`src/rtl/stream_mux_nto1_if.sv`:
```
// Channel bundle of stream_mux_nto1: N producer streams in, one registered stream out.
// In_Last exists only when STREAM_MUX_LOCK_EN is defined.
interface stream_mux_nto1_if #(
   parameter int unsigned NBits     = 32,
   parameter int unsigned NChannels = 3,
   parameter int unsigned SelBits   = 2
);
   logic [NChannels-1:0]       In_Valid;
   logic [NChannels*NBits-1:0] In_Data;
   logic [NChannels-1:0]       In_Ready;
`ifdef STREAM_MUX_LOCK_EN
   logic [NChannels-1:0]       In_Last;
`endif
   logic                       Out_Valid;
   logic [NBits-1:0]           Out_Data;
   logic [SelBits-1:0]         Out_Channel;
   logic                       Out_Ready;

   // master: producers plus consumer (environment side); slave: the mux itself
   modport master (
      output In_Valid, In_Data, Out_Ready,
`ifdef STREAM_MUX_LOCK_EN
      output In_Last,
`endif
      input  In_Ready, Out_Valid, Out_Data, Out_Channel
   );

   modport slave (
      input  In_Valid, In_Data, Out_Ready,
`ifdef STREAM_MUX_LOCK_EN
      input  In_Last,
`endif
      output In_Ready, Out_Valid, Out_Data, Out_Channel
   );
endinterface

```
`src/rtl/stream_mux_nto1.sv`:
```
// N-to-1 valid/ready stream mux with a registered output, fixed-select or round-robin grant.
// Define STREAM_MUX_LOCK_EN to add In_Last and hold the round-robin grant for a whole packet.
module stream_mux_nto1 #(
   parameter int unsigned NBits     = 32,
   parameter int unsigned NChannels = 3,
   parameter int unsigned SelBits   = 2
) (
   input  logic               clk,
   input  logic               reset,
   input  logic               Mode,
   input  logic [SelBits-1:0] Selector,
   stream_mux_nto1_if.slave   bus
);
   localparam logic [SelBits-1:0] LastIdx = SelBits'(NChannels - 1);

   logic                 out_valid_q;
   logic [NBits-1:0]     out_data_q;
   logic [SelBits-1:0]   out_channel_q;
   logic [SelBits-1:0]   last_grant_q;

   logic                 load_en;
   logic                 grant_valid;
   logic [SelBits-1:0]   grant_idx;
   logic [NBits-1:0]     grant_data;
   logic [NChannels-1:0] ready;
   logic                 transfer;

`ifdef STREAM_MUX_LOCK_EN
   logic                 lock_q;
   logic [SelBits-1:0]   lock_ch_q;
   logic                 grant_last;
`endif

   assign load_en = !out_valid_q || bus.Out_Ready;

   always_comb begin
      grant_valid = 1'b0;
      grant_idx   = '0;
      if (!Mode) begin
         // Out-of-range selectors simply never grant
         if (32'(Selector) < NChannels) begin
            grant_valid = 1'b1;
            grant_idx   = Selector;
         end
      end else begin
`ifdef STREAM_MUX_LOCK_EN
         if (lock_q) begin
            grant_valid = 1'b1;
            grant_idx   = lock_ch_q;
         end
`endif
         // Channels above the last grant first, then wrap to the lower ones
         for (int i = 0; i < int'(NChannels); i++) begin
            if (!grant_valid && bus.In_Valid[i] && (SelBits'(i) > last_grant_q)) begin
               grant_valid = 1'b1;
               grant_idx   = SelBits'(i);
            end
         end
         for (int i = 0; i < int'(NChannels); i++) begin
            if (!grant_valid && bus.In_Valid[i] && (SelBits'(i) <= last_grant_q)) begin
               grant_valid = 1'b1;
               grant_idx   = SelBits'(i);
            end
         end
      end
   end

   always_comb begin
      grant_data = '0;
      for (int i = 0; i < int'(NChannels); i++) begin
         if (grant_idx == SelBits'(i)) begin
            grant_data = bus.In_Data[i*NBits +: NBits];
         end
      end
   end

   always_comb begin
      ready = '0;
      for (int i = 0; i < int'(NChannels); i++) begin
         ready[i] = !reset && load_en && grant_valid && (grant_idx == SelBits'(i)) &&
                    bus.In_Valid[i];
      end
   end

   assign transfer     = |ready;
   assign bus.In_Ready = ready;

   always_ff @(posedge clk) begin
      if (reset) begin
         out_valid_q   <= 1'b0;
         out_data_q    <= '0;
         out_channel_q <= '0;
         last_grant_q  <= LastIdx;
      end else if (load_en) begin
         if (transfer) begin
            out_valid_q   <= 1'b1;
            out_data_q    <= grant_data;
            out_channel_q <= grant_idx;
            if (Mode) begin
               last_grant_q <= grant_idx;
            end
         end else begin
            out_valid_q <= 1'b0;
         end
      end
   end

`ifdef STREAM_MUX_LOCK_EN
   always_comb begin
      grant_last = 1'b0;
      for (int i = 0; i < int'(NChannels); i++) begin
         if (grant_idx == SelBits'(i)) begin
            grant_last = bus.In_Last[i];
         end
      end
   end

   // Lock is only ever taken or released by round-robin transfers; Mode=0 leaves it alone
   always_ff @(posedge clk) begin
      if (reset) begin
         lock_q    <= 1'b0;
         lock_ch_q <= '0;
      end else if (transfer && Mode) begin
         lock_q    <= !grant_last;
         lock_ch_q <= grant_idx;
      end
   end
`endif

   assign bus.Out_Valid   = out_valid_q;
   assign bus.Out_Data    = out_data_q;
   assign bus.Out_Channel = out_channel_q;
endmodule
```
`src/flat_wrapper.sv`:
```
// flat-port wrapper written by rule: the top's interface ports become plain ports
module stream_mux_nto1_flat 
#(
   parameter int unsigned NBits     = 32,
   parameter int unsigned NChannels = 3,
   parameter int unsigned SelBits   = 2
)
  (clk, reset, Mode, Selector, bus_In_Valid, bus_In_Data, bus_Out_Ready, bus_In_Ready, bus_Out_Valid, bus_Out_Data, bus_Out_Channel);
  stream_mux_nto1_if #(.NBits(NBits), .NChannels(NChannels), .SelBits(SelBits)) bus_i ();
  input  logic clk;
  input  logic reset;
  input  logic Mode;
  input  logic [SelBits-1:0] Selector;
  input wire logic [$bits(bus_i.In_Valid)-1:0] bus_In_Valid;
  input wire logic [$bits(bus_i.In_Data)-1:0] bus_In_Data;
  input wire logic [$bits(bus_i.Out_Ready)-1:0] bus_Out_Ready;
  output wire logic [$bits(bus_i.In_Ready)-1:0] bus_In_Ready;
  output wire logic [$bits(bus_i.Out_Valid)-1:0] bus_Out_Valid;
  output wire logic [$bits(bus_i.Out_Data)-1:0] bus_Out_Data;
  output wire logic [$bits(bus_i.Out_Channel)-1:0] bus_Out_Channel;
  assign bus_i.In_Valid = bus_In_Valid;
  assign bus_i.In_Data = bus_In_Data;
  assign bus_i.Out_Ready = bus_Out_Ready;
  assign bus_In_Ready = bus_i.In_Ready;
  assign bus_Out_Valid = bus_i.Out_Valid;
  assign bus_Out_Data = bus_i.Out_Data;
  assign bus_Out_Channel = bus_i.Out_Channel;
  stream_mux_nto1 #(.NBits(NBits), .NChannels(NChannels), .SelBits(SelBits)) u_core (.clk(clk), .reset(reset), .Mode(Mode), .Selector(Selector), .bus(bus_i));
endmodule
```
`config.mk`:
```
export PLATFORM = sky130hd
export DESIGN_NAME = stream_mux_nto1_flat
export DESIGN_NICKNAME = d
export VERILOG_FILES = /design/src/rtl/stream_mux_nto1_if.sv /design/src/rtl/stream_mux_nto1.sv /design/src/flat_wrapper.sv
export SDC_FILE = /design/constraint.sdc
export NUM_CORES = 1
export LEC_CHECK = 0
export CAP_MARGIN = 20
export CORE_AREA = 2 2 83 85
export DETAILED_ROUTE_END_ITERATION = 6
export DIE_AREA = 0 0 85 87
export HOLD_SLACK_MARGIN = 0.03
export PLACE_DENSITY = 0.79
export SYNTH_ARGS = -nofsm -noshare
export SYNTH_HDL_FRONTEND = slang
export SYNTH_SLANG_ARGS = --single-unit
```
`constraint.sdc`:
```
create_clock -name clk -period 2.4 [get_ports clk]
set_input_delay 0.72 -clock clk [delete_from_list [all_inputs] [get_ports clk]]
set_output_delay 0.72 -clock clk [all_outputs]
set_load 0.005 [all_outputs]
```
==> Word-level counts from Yosys, hierarchy flattened <==
Cells that the tools add are included.
{ "classes": {"order_cmp": 7, "eq_ne": 2, "muxes": 24, "reduce_logical": 31} }
{ "ops": {"columns": ["cell", "n"], "rows": [
  ["32-bit two-way mux", 3],
  ["1-bit logical AND", 19],
  ["1-bit two-way mux", 15],
  ["2-bit two-way mux", 6],
  ["1-bit zero test", 7],
  ["1-bit by 2-bit > comparator with 1-bit output, first input constant", 2],
  ["1-bit by 2-bit <= comparator with 1-bit output, first input constant", 2],
  ["3-bit AND reduction", 1],
  ["3-bit OR reduction", 1],
  ["2-bit by 1-bit == test with 1-bit output, second input constant", 1],
  ["2-bit == test, second input constant", 1],
  ["2-bit > comparator, first input constant", 1],
  ["2-bit <= comparator, first input constant", 1],
  ["2-bit zero test", 1],
  ["2-bit < comparator, second input constant", 1],
  ["2-bit AND reduction", 1],
  ["1-bit logical OR", 1]
]} }
{ "word_totals": {"register_bits": 37, "in_bits": 105, "out_inout_bits": 38, "wordCells": 68} }

==> Depth between registers and ports, before layout <==
Gate-level depths: netlist (run 1).
{ "logic_depth": {"depth_word": 34, "mapped_depth": 9, "depth_no_buf": 6} }

==> Worst setup path after synthesis (run 1) <==
Ideal clock, no wire load.
{ "synth_path": {"kind": "input to register", "startpoint": "input Mode", "endpoint": "register u_core.out_data_q[2], in the netlist u_core.bus.Out_Data[2]", "setup_time_ns": 0.117, "arrival_time_ns": 2.198, "t_required_ns": 2.283, "path_slack_ns": 0.086, "cell_stages": 8, "n_path_buf": 3, "cell_sequence": "buf_4 > nor2_2 > a22o_1 > o211a_1 > or3_1 > buf_6 > buf_6 > a22o_1"} }
{ "synth_between": {"elab_chain_cells": 6, "elab_cells_between_ends": 17, "classes_between": "2 x eq/ne; 5 x mux; 10 x reduce/logical"} }
{ "synth_lines": {"columns": ["element", "line", "text"], "rows": [
  ["start, declared", "flat_wrapper.sv:12", "input logic Mode;"],
  ["2-bit two-way mux / 1-bit two-way mux (equally long branches)", "stream_mux_nto1.sv:39", "if (!Mode) begin"],
  ["2-bit by 1-bit == test with 1-bit output / 1-bit logical AND (equally long branches)", "stream_mux_nto1.sv:80", "ready[i] = !reset && load_en && grant_valid && (grant_idx == SelBits'(i)) &&"],
  ["1-bit logical AND (*) (2 in a row)", "stream_mux_nto1.sv:80", null],
  ["via bus_In_Ready[1]", "flat_wrapper.sv:17", "output wire logic [$bits(bus_i.In_Ready)-1:0] bus_In_Ready;"],
  ["3-bit OR reduction (*)", "stream_mux_nto1.sv:85", "assign transfer = |ready;"],
  ["2-bit AND reduction (no line) (*)", null, null],
  ["end signal, assigned", "stream_mux_nto1.sv:97", "out_data_q <= grant_data;"],
  ["end, declared", "stream_mux_nto1.sv:17", "logic [NBits-1:0] out_data_q;"]
]} }
Mark *: on every way through the listed nets, which the timed path passes. The rest lies on a longest branch.
A chain may end at the register's enable or synchronous reset.

==> Final worst setup path (run 1) <==
{ "layout_path": {"startpoint": "input Mode", "endpoint": "output bus_In_Ready[1]"} }
{ "layout_between": {"elab_chain_cells": 4, "elab_cells_between_ends": 6, "classes_between": "1 x eq/ne; 2 x mux; 3 x reduce/logical"} }
{ "layout_lines": {"columns": ["element", "line"], "rows": [
  ["2-bit two-way mux / 1-bit two-way mux (equally long branches)", "stream_mux_nto1.sv:39"],
  ["2-bit by 1-bit == test with 1-bit output / 1-bit logical AND (equally long branches)", "stream_mux_nto1.sv:80"],
  ["1-bit logical AND (*) (2 in a row)", "stream_mux_nto1.sv:80"],
  ["end, declared", "flat_wrapper.sv:17"]
]} }
Mark *: on every way between the ends. The rest lies on a longest branch, timed or not.

==> qor_table.md, run 1 <==
| Group | Result | Reported |
|:---|:---|:---|
| outcome | Status | complete, no violations |
| setup path | Endpoint of the worst register-to-register path | u_core.bus.Out_Data[22] |
| setup path | Sequence of cells on the critical path | buf_6 > buf_6 > buf_4 > a22o_1 > o211a_1 > buf_2 |
| synth | Share of Yosys cell area claimed by the top area cell type | 36.8% |
| clock network | Cts-stage hold buffer count | 0 |
| synth | Syn. warnings | 0 |
| synth | Cell count after synthesis | 226 |
| clock network | Clock latency of the later-clocked register in the worst-skew pair | 0.28 ns |
| drt | Routed vias | 2278 |
| timing | Setup-failing EPs final | 0 |
| timing | Rel. slew slack | 58.5% |
| grt | Wire length of the first global-routing pass | 10300 um |
| min path | Worst Hold End | u_core.bus.Out_Data[16] |
| timing | Post-route clock skew | 0.00344 ns |
| timing | Final worst slack | 0.0410 ns |
| floorplanning | DIE HEIGHT | 87 um |
| clock network | Clock transition time at the flip-flop clock pins of the worst setup and hold paths | 0.07 ns |
| min path | Hold path depth | 1 |
| setup path | Critical-path top delay cell | sky130_fd_sc_hd__o211a_1 |
| drt | Routed WL per cell | 14.0 um |
| clock network | Clock tree from TritonCTS | yes |
| floorplanning | Total Die Area | 7400 um^2 |
| power | Power per Cell Area | 534 nW/um^2 |
| clock network | Maximum buffer depth of the clock tree | 2 |
| timing | Ratio of final minimum period to clock period | 98.3% |
| floorplanning | I/O pin total | 143 |
| synth | Synthesis-stage register bit count | 37 |
| grt | Antenna violations before repair | 0 |
| place | Routability Congestion | 0.872 |
| setup path | Startpoint type of the worst setup path | input port |
| synth | Fraction of the yosys area taken by sequential cells | 36.8% |
| place | Inst Count DP | 446 |
| setup path | Worst setup path startpoint | Mode |
| clock network | TritonCTS Buffers | 5 |
| timing | Maximum clock frequency | 424 MHz |
| setup path | Start-to-end type of the worst setup path | in2out |
| synth | Synth cell types | 32 |
| place | Post-placement worst setup slack | -0.782 ns |
| power | Leakage power figure | 1.51 nW |
| final layout | Leading cell type in the layout, fill and taps excluded | sky130_fd_sc_hd__clkdlybuf4s50_1 |
| final layout | Finished Layout Cells | 458 |
| setup path | Cell repeated most along the worst path | sky130_fd_sc_hd__buf_6 |
| clock network | Sink count of the clock tree | 37 |
| synth | Net count after synthesis | 331 |
| place | Placed Area | 3590 um^2 |
| setup path | Worst reg-to-reg setup slack | 0.29 ns |
| grt | Pin count of the biggest net entering global routing | 66 |
| grt | Overall overflow remaining after global route | 0 |
| setup path | Critical path's largest stage delay | 0.23 ns |
| timing | RSZ-0062 raised after global routing | no |
| drt | Remaining routing DRC violations | 0 |
| setup path | Crit path capture type | output pin |
| timing | Count of final hold-check violations | 0 |
| floorplanning | Total number of placement rows | 30 |
| final layout | Final Cell Area | 3720 um^2 |
| floorplanning | Die outline width | 85 um |
| min path | Beginning of the worst hold path | u_core.bus.Out_Data[16] |
| final layout | Layout Utilization | 56.6% |
| floorplanning | Starting density of the core | 30.6% |
| drt | Starting DRC count in detailed routing | 59 |
| timing | Hold Slack | 0.478 ns |
| drt | Detailed-route wire length | 6400 um |
| final layout | Number of antenna diodes | 0 |
| final layout | NumNets Final | 482 |
| flow run | Max cap viols | 0 |
| timing | Least-Margin Pin Slew | 0.622 ns |
| grt | Via count of the first global-routing pass | 2212 |
| drt | ANT nets after route | 0 |
| timing | Clock period minus final worst setup slack | 2.36 ns |
| clock network | Number of levels in the clock H-tree | 2 |
| synth | Syn_area_per_cell | 8.90 um^2 |
| timing | Total negative slack for setup checks | 0 ns |
| drt | Drt first pass iters | 4 |
| drt | Routed via count divided by cell count | 4.97 |
| min path | Min-delay worst type | reg2reg |
| place | # port buffers | 142 |
| setup path | Maximum fanout encountered on the critical timing path | 5 |
| final layout | Count of filler cells inserted in the layout | 627 |
| setup path | Data required time of the worst path | 1.68 ns |
| final layout | Total area of multi-input combinational cells | 1170 um^2 |
| setup path | Data arrival time at the worst-slack endpoint | 1.64 ns |
| final layout | Commonest cells after routing, fill and taps aside | sky130_fd_sc_hd__clkdlybuf4s50_1 (131), sky130_fd_sc_hd__nor2_1 (38), sky130_fd_sc_hd__dfxtp_1 (37) |
| timing | Max Slew Vio Count | 0 |
| final layout | Area occupied by registers | 741 um^2 |
| synth | Leading cell types by total area after synthesis | sky130_fd_sc_hd__dfxtp_1 (37%), sky130_fd_sc_hd__mux2i_1 (15%), sky130_fd_sc_hd__a22o_1 (14%), sky130_fd_sc_hd__a21oi_1 (8.7%), sky130_fd_sc_hd__nor2_1 (7.1%) |
| place | Half-perimeter wire length after detailed placement | 4830 um |
| clock network | Root cell of the clock tree | sky130_fd_sc_hd__clkbuf_8 |
| power | Total power | 1.99 mW |
| final layout | Fraction of layout cells with a size suffix above 1 | 13.2% |
| power | Worst VDD drop | 236 uV |
| floorplanning | Area of the placeable core | 6570 um^2 |
| synth | Post-synth design cell area | 2010 um^2 |
| synth | Post-synth top area cell | sky130_fd_sc_hd__dfxtp_1 |
| grt | GRT Resource Usage Total | 17.1% |
| setup path | Worst R2R Start | u_core.bus.Out_Valid |
| final layout | Area added between synthesis and finish | 84.9% |
| setup path | FF-to-FF path depth | 9 |
-- layer usage --
layer / GRT usage, % / vias to the layer above / share of wire, %
met5: 0 / - / 0
met4: 3.90 / 0 / 1.1
met3: 6.45 / 9 / 11
met2: 30.5 / 108 / 48
met1: 19.4 / 1021 / 39
li1: - / 1140 / -
-- kinds of logic after synthesis --
group | Yosys count | share of synthesized area (%)
simple gates | 56 | 12.9
mux | 31 | 15.4
compound gates | 80 | 27.9
flops | 37 | 36.8
buf+inv | 22 | 6.91
-- cells in the mapped netlist, drive strengths merged --
library cell	instances
nor2	39
dfxtp	37
a21oi	35
a22o	32
mux2i	31
buf	11
clkbuf	9
nor3	4
o211ai	3
a211oi	2
and2	2
inv	2
nand2	2
nor2b	2
nor3b	2
a21o	1
a221o	1
a22oi	1
a311oi	1
and4	1
nand3b	1
o2111a	1
o211a	1
o21ai	1
o22a	1
or2	1
or3	1
or3b	1
-- where the power goes --
group / internal [mW] / switching (mW) / total [mW]
clock network: 0.259 / 0.208 / 0.467
logic: 0.491 / 0.264 / 0.754
registers: 0.712 / 0.0537 / 0.766
-- flip-flops by register name, summed over array words and instances (netlist names) --
register                cells
u_core.bus.Out_Data        32
u_core.last_grant_q         2
u_core.bus.Out_Valid        1
u_core.bus.Out_Channel      2
-- timing repair --
item | 4_1_cts | 5_1_grt
setup buffers | 6 | 0
pin swaps | 7 | 5
endpoints found under the setup margin | 39 | 2
gates resized for setup | 52 | 3
-- worst max path at each step --
stage / to / slack (ns)
after CTS: bus_In_Ready[0] / 0.003
final: bus_In_Ready[1] / 0.04
after global placement: bus_In_Ready[0] / -0.75
after floorplan: u_core.bus.Out_Data[2] / 0.09
after global routing: bus_In_Ready[0] / 0.001
after detailed placement: bus_In_Ready[0] / -0.78
-- worst max-delay path: cells and delay by family --
| family | cells | cell delay, ns |
|---|---|---|
| buf+inv | 4 | 0.50 |
| compound gates | 2 | 0.42 |
-- layout make-up --
class / instances / area share (%)
multi-input combinational: 167 / 31.5
clock buffer: 7 / 2.59
inverter: 2 / 0.202
tap: 80 / 2.69
clock inverter: 1 / 0.135
timing repair buffer: 164 / 43.0
sequential: 37 / 19.9
Power figures use the tool's default switching activity.
==> inputs of run 2 (changes only) <==
--- a/config.mk
+++ b/config.mk
@@ -6,11 +6,11 @@
 export NUM_CORES = 1
 export LEC_CHECK = 0
 export CAP_MARGIN = 20
-export CORE_AREA = 2 2 83 85
+export CORE_AREA = 2 2 70 99
 export DETAILED_ROUTE_END_ITERATION = 6
-export DIE_AREA = 0 0 85 87
+export DIE_AREA = 0 0 72 101
 export HOLD_SLACK_MARGIN = 0.03
-export PLACE_DENSITY = 0.79
+export PLACE_DENSITY = 0.8
 export SYNTH_ARGS = -nofsm -noshare
 export SYNTH_HDL_FRONTEND = slang
 export SYNTH_SLANG_ARGS = --single-unit
==> qor_table.md, run 2 (same netlist as run 1, synthesis figures left out) <==
| Group | Result | Reported | vs previous |
|:---|:---|:---|:---|
| drt | ANT nets after route | 0 | unchanged |
| timing | Ratio of final minimum period to clock period | 97.5% | was 98.3% |
| grt | GRT Resource Usage Total | 17.7% | was 17.1% |
| place | Placed Area | 3570 um^2 | was 3590 um^2 |
| grt | Wire length of the first global-routing pass | 10300 um | about the same |
| setup path | FF-to-FF path depth | 8 | was 9 |
| final layout | Fraction of layout cells with a size suffix above 1 | 13.4% | was 13.2% |
| drt | Routed via count divided by cell count | 5.01 | was 4.97 |
| clock network | Root cell of the clock tree | sky130_fd_sc_hd__clkbuf_8 | unchanged |
| timing | Least-Margin Pin Slew | 0.611 ns | was 0.622 ns |
| power | Worst VDD drop | 332 uV | was 236 uV |
| timing | Maximum clock frequency | 427 MHz | was 424 MHz |
| setup path | Critical path's largest stage delay | 0.23 ns | about the same |
| grt | Via count of the first global-routing pass | 2321 | was 2212 |
| clock network | TritonCTS Buffers | 5 | unchanged |
| power | Leakage power figure | 1.51 nW | about the same |
| floorplanning | I/O pin total | 143 | unchanged |
| place | # port buffers | 142 | unchanged |
| final layout | Finished Layout Cells | 454 | was 458 |
| timing | Max Slew Vio Count | 0 | unchanged |
| final layout | Final Cell Area | 3720 um^2 | about the same |
| timing | RSZ-0062 raised after global routing | no | unchanged |
| final layout | NumNets Final | 485 | was 482 |
| setup path | Maximum fanout encountered on the critical timing path | 7 | was 5 |
| flow run | Max cap viols | 0 | unchanged |
| drt | Wire length on met1 | 2460 um | was 2520 um |
| timing | Hold Slack | 0.476 ns | was 0.478 ns |
| setup path | Critical-path top delay cell | sky130_fd_sc_hd__a311oi_2 | was sky130_fd_sc_hd__o211a_1 |
| drt | Routed WL per cell | 14.4 um | was 14.0 um |
| floorplanning | Total Die Area | 7270 um^2 | was 7400 um^2 |
| drt | Detailed-routed wire length on met2 | 3550 um | was 3100 um |
| timing | Total negative slack for setup checks | 0 ns | unchanged |
| floorplanning | Starting density of the core | 31.2% | was 30.6% |
| drt | Met3 routed wirelength | 430 um | was 712 um |
| final layout | Number of antenna diodes | 0 | unchanged |
| final layout | Commonest cells after routing, fill and taps aside | sky130_fd_sc_hd__clkdlybuf4s50_1 (131), sky130_fd_sc_hd__nor2_1 (38), sky130_fd_sc_hd__dfxtp_1 (37) | unchanged |
| setup path | Cell family with the largest share of critical-path delay | buffers and inverters | unchanged |
| clock network | Clock tree from TritonCTS | yes | unchanged |
| floorplanning | Total number of placement rows | 35 | was 30 |
| drt | Remaining routing DRC violations | 0 | unchanged |
| setup path | Sequence of cells on the critical path | buf_4 > inv_2 > a311oi_2 > buf_4 > and4_4 > buf_6 | was buf_6 > buf_6 > buf_4 > a22o_1 > o211a_1 > buf_2 |
| setup path | Path length in cells of the critical path | 6 | unchanged |
| final layout | Area added between synthesis and finish | 85.0% | was 84.9% |
| timing | Clock period minus final worst setup slack | 2.34 ns | was 2.36 ns |
| timing | Post-route clock skew | 0.0101 ns | was 0.00344 ns |
| place | Inst Count DP | 441 | was 446 |
| min path | Beginning of the worst hold path | u_core.bus.Out_Data[19] | was u_core.bus.Out_Data[16] |
| setup path | Worst R2R Start | u_core.bus.Out_Valid | unchanged |
| setup path | Startpoint type of the worst setup path | input port | unchanged |
| drt | Drt first pass iters | 3 | was 4 |
| grt | Pin count of the biggest net entering global routing | 66 | unchanged |
| timing | Rel. slew slack | 59.3% | was 58.5% |
| place | Half-perimeter wire length after detailed placement | 4910 um | was 4830 um |
| setup path | Data arrival time at the worst-slack endpoint | 1.62 ns | was 1.64 ns |
| grt | Overall overflow remaining after global route | 0 | unchanged |
| drt | Starting DRC count in detailed routing | 67 | was 59 |
| clock network | Clock transition time at the flip-flop clock pins of the worst setup and hold paths | 0.06 ns | was 0.07 ns |
| timing | Setup-failing EPs final | 0 | unchanged |
| setup path | Crit path capture type | output pin | unchanged |
| floorplanning | Die outline width | 72 um | was 85 um |
| floorplanning | Area of the placeable core | 6440 um^2 | was 6570 um^2 |
| setup path | Cell repeated most along the worst path | sky130_fd_sc_hd__buf_4 | was sky130_fd_sc_hd__buf_6 |
| setup path | Worst path buffer plus inverter count | 4 | unchanged |
| drt | Detailed-route wire length | 6560 um | was 6400 um |
| power | Power per Cell Area | 524 nW/um^2 | was 534 nW/um^2 |
| setup path | Worst reg-to-reg setup slack | 0.36 ns | was 0.29 ns |
| setup path | Start-to-end type of the worst setup path | in2out | unchanged |
| final layout | Largest register FFs | 32 | unchanged |
| clock network | Sink count of the clock tree | 37 | unchanged |
| clock network | Number of levels in the clock H-tree | 2 | unchanged |
| outcome | Status | complete, no violations | unchanged |
| grt | Antenna violations before repair | 0 | unchanged |
| min path | Hold path depth | 1 | unchanged |
| min path | Min-delay worst type | reg2reg | unchanged |
| timing | Count of final hold-check violations | 0 | unchanged |
| setup path | Endpoint of the worst register-to-register path | u_core.bus.Out_Data[18] | was u_core.bus.Out_Data[22] |
| min path | Worst Hold End | u_core.bus.Out_Data[19] | was u_core.bus.Out_Data[16] |
| clock network | Maximum buffer depth of the clock tree | 2 | unchanged |
| drt | Top metal layer carrying routed signals | met4 | unchanged |
| place | Routability Congestion | 0.832 | was 0.872 |
| floorplanning | DIE HEIGHT | 101 um | was 87 um |
| drt | Routed vias | 2274 | was 2278 |
| setup path | Data required time of the worst path | 1.68 ns | about the same |
| final layout | Leading cell type in the layout, fill and taps excluded | sky130_fd_sc_hd__clkdlybuf4s50_1 | unchanged |
| clock network | Clock latency of the later-clocked register in the worst-skew pair | 0.28 ns | about the same |
[run 2: cell types whose count changed in the layout (fill, tap and decap cells not counted), moves of 2 or more]
cell,previous run,this run
sky130_fd_sc_hd__buf_4,17,22
sky130_fd_sc_hd__buf_2,8,4
sky130_fd_sc_hd__clkdlybuf4s15_1,0,2
sky130_fd_sc_hd__nor3b_2,0,2
[run 2: worst register-to-register path, delay by kind of cell (launching register included)]
family,cells,cell delay (ns)
AOI/OAI and AO/OA,2,0.29
buffers and inverters,3,0.56
DFF,1,0.33
and+or+nand+nor,3,0.75
[run 2: metal layers]
layer | global-route usage, % | vias to the layer above
li1 | - | 1143
met1 | 18.5 | 1041
met5 | 0 | -
met2 | 33.9 | 78
met4 | 5.37 | 0
met3 | 4.60 | 12
[run 2: layout make-up]
cell class                 instances  area (um^2)
clock buffer                       7         86.3
timing repair buffer             166         1610
fill                             591         2720
sequential                        37          741
tap                               74         92.6
inverter                           2         7.51
multi-input combinational        168         1180
[run 2: worst max-delay path by stage]
stage,startpoint,to
2_1_floorplan,Mode,u_core.bus.Out_Data[2]
3_3_place_gp,Mode,u_core.bus.Out_Data[3]
3_5_place_dp,Mode,u_core.bus.Out_Data[18]
4_1_cts,Mode,bus_In_Ready[0]
5_1_grt,bus_In_Valid[1],bus_In_Ready[0]
6_report,Mode,bus_In_Ready[0]
[run 2: what timing repair did]
item / 4_1_cts / 5_1_grt
gates cloned: 1 / 0
pin swaps: 11 / 5
hold buffers: 0 / 0
buffers inserted: 6 / 0
resized for setup: 38 / 13
endpoints found under the setup margin: 39 / 34
[run 2: stage by stage]
step                util [%]  power (mW)  setup slack, ns
finish                  57.8        1.95           0.0605
global route            57.8        2.07           0.0149
CTS                     57.7        1.97          0.00299
detailed placement      55.4        1.52            -1.05
global placement        55.4        1.51           -0.953
floorplan                  -        1.08           0.0856
[run 2: power breakdown]
group | internal (mW) | switching, mW | leakage [nW] | total (mW)
logic | 0.493 | 0.269 | 1.16 | 0.762
clock network | 0.228 | 0.198 | 0.0443 | 0.426
registers | 0.712 | 0.0508 | 0.306 | 0.763
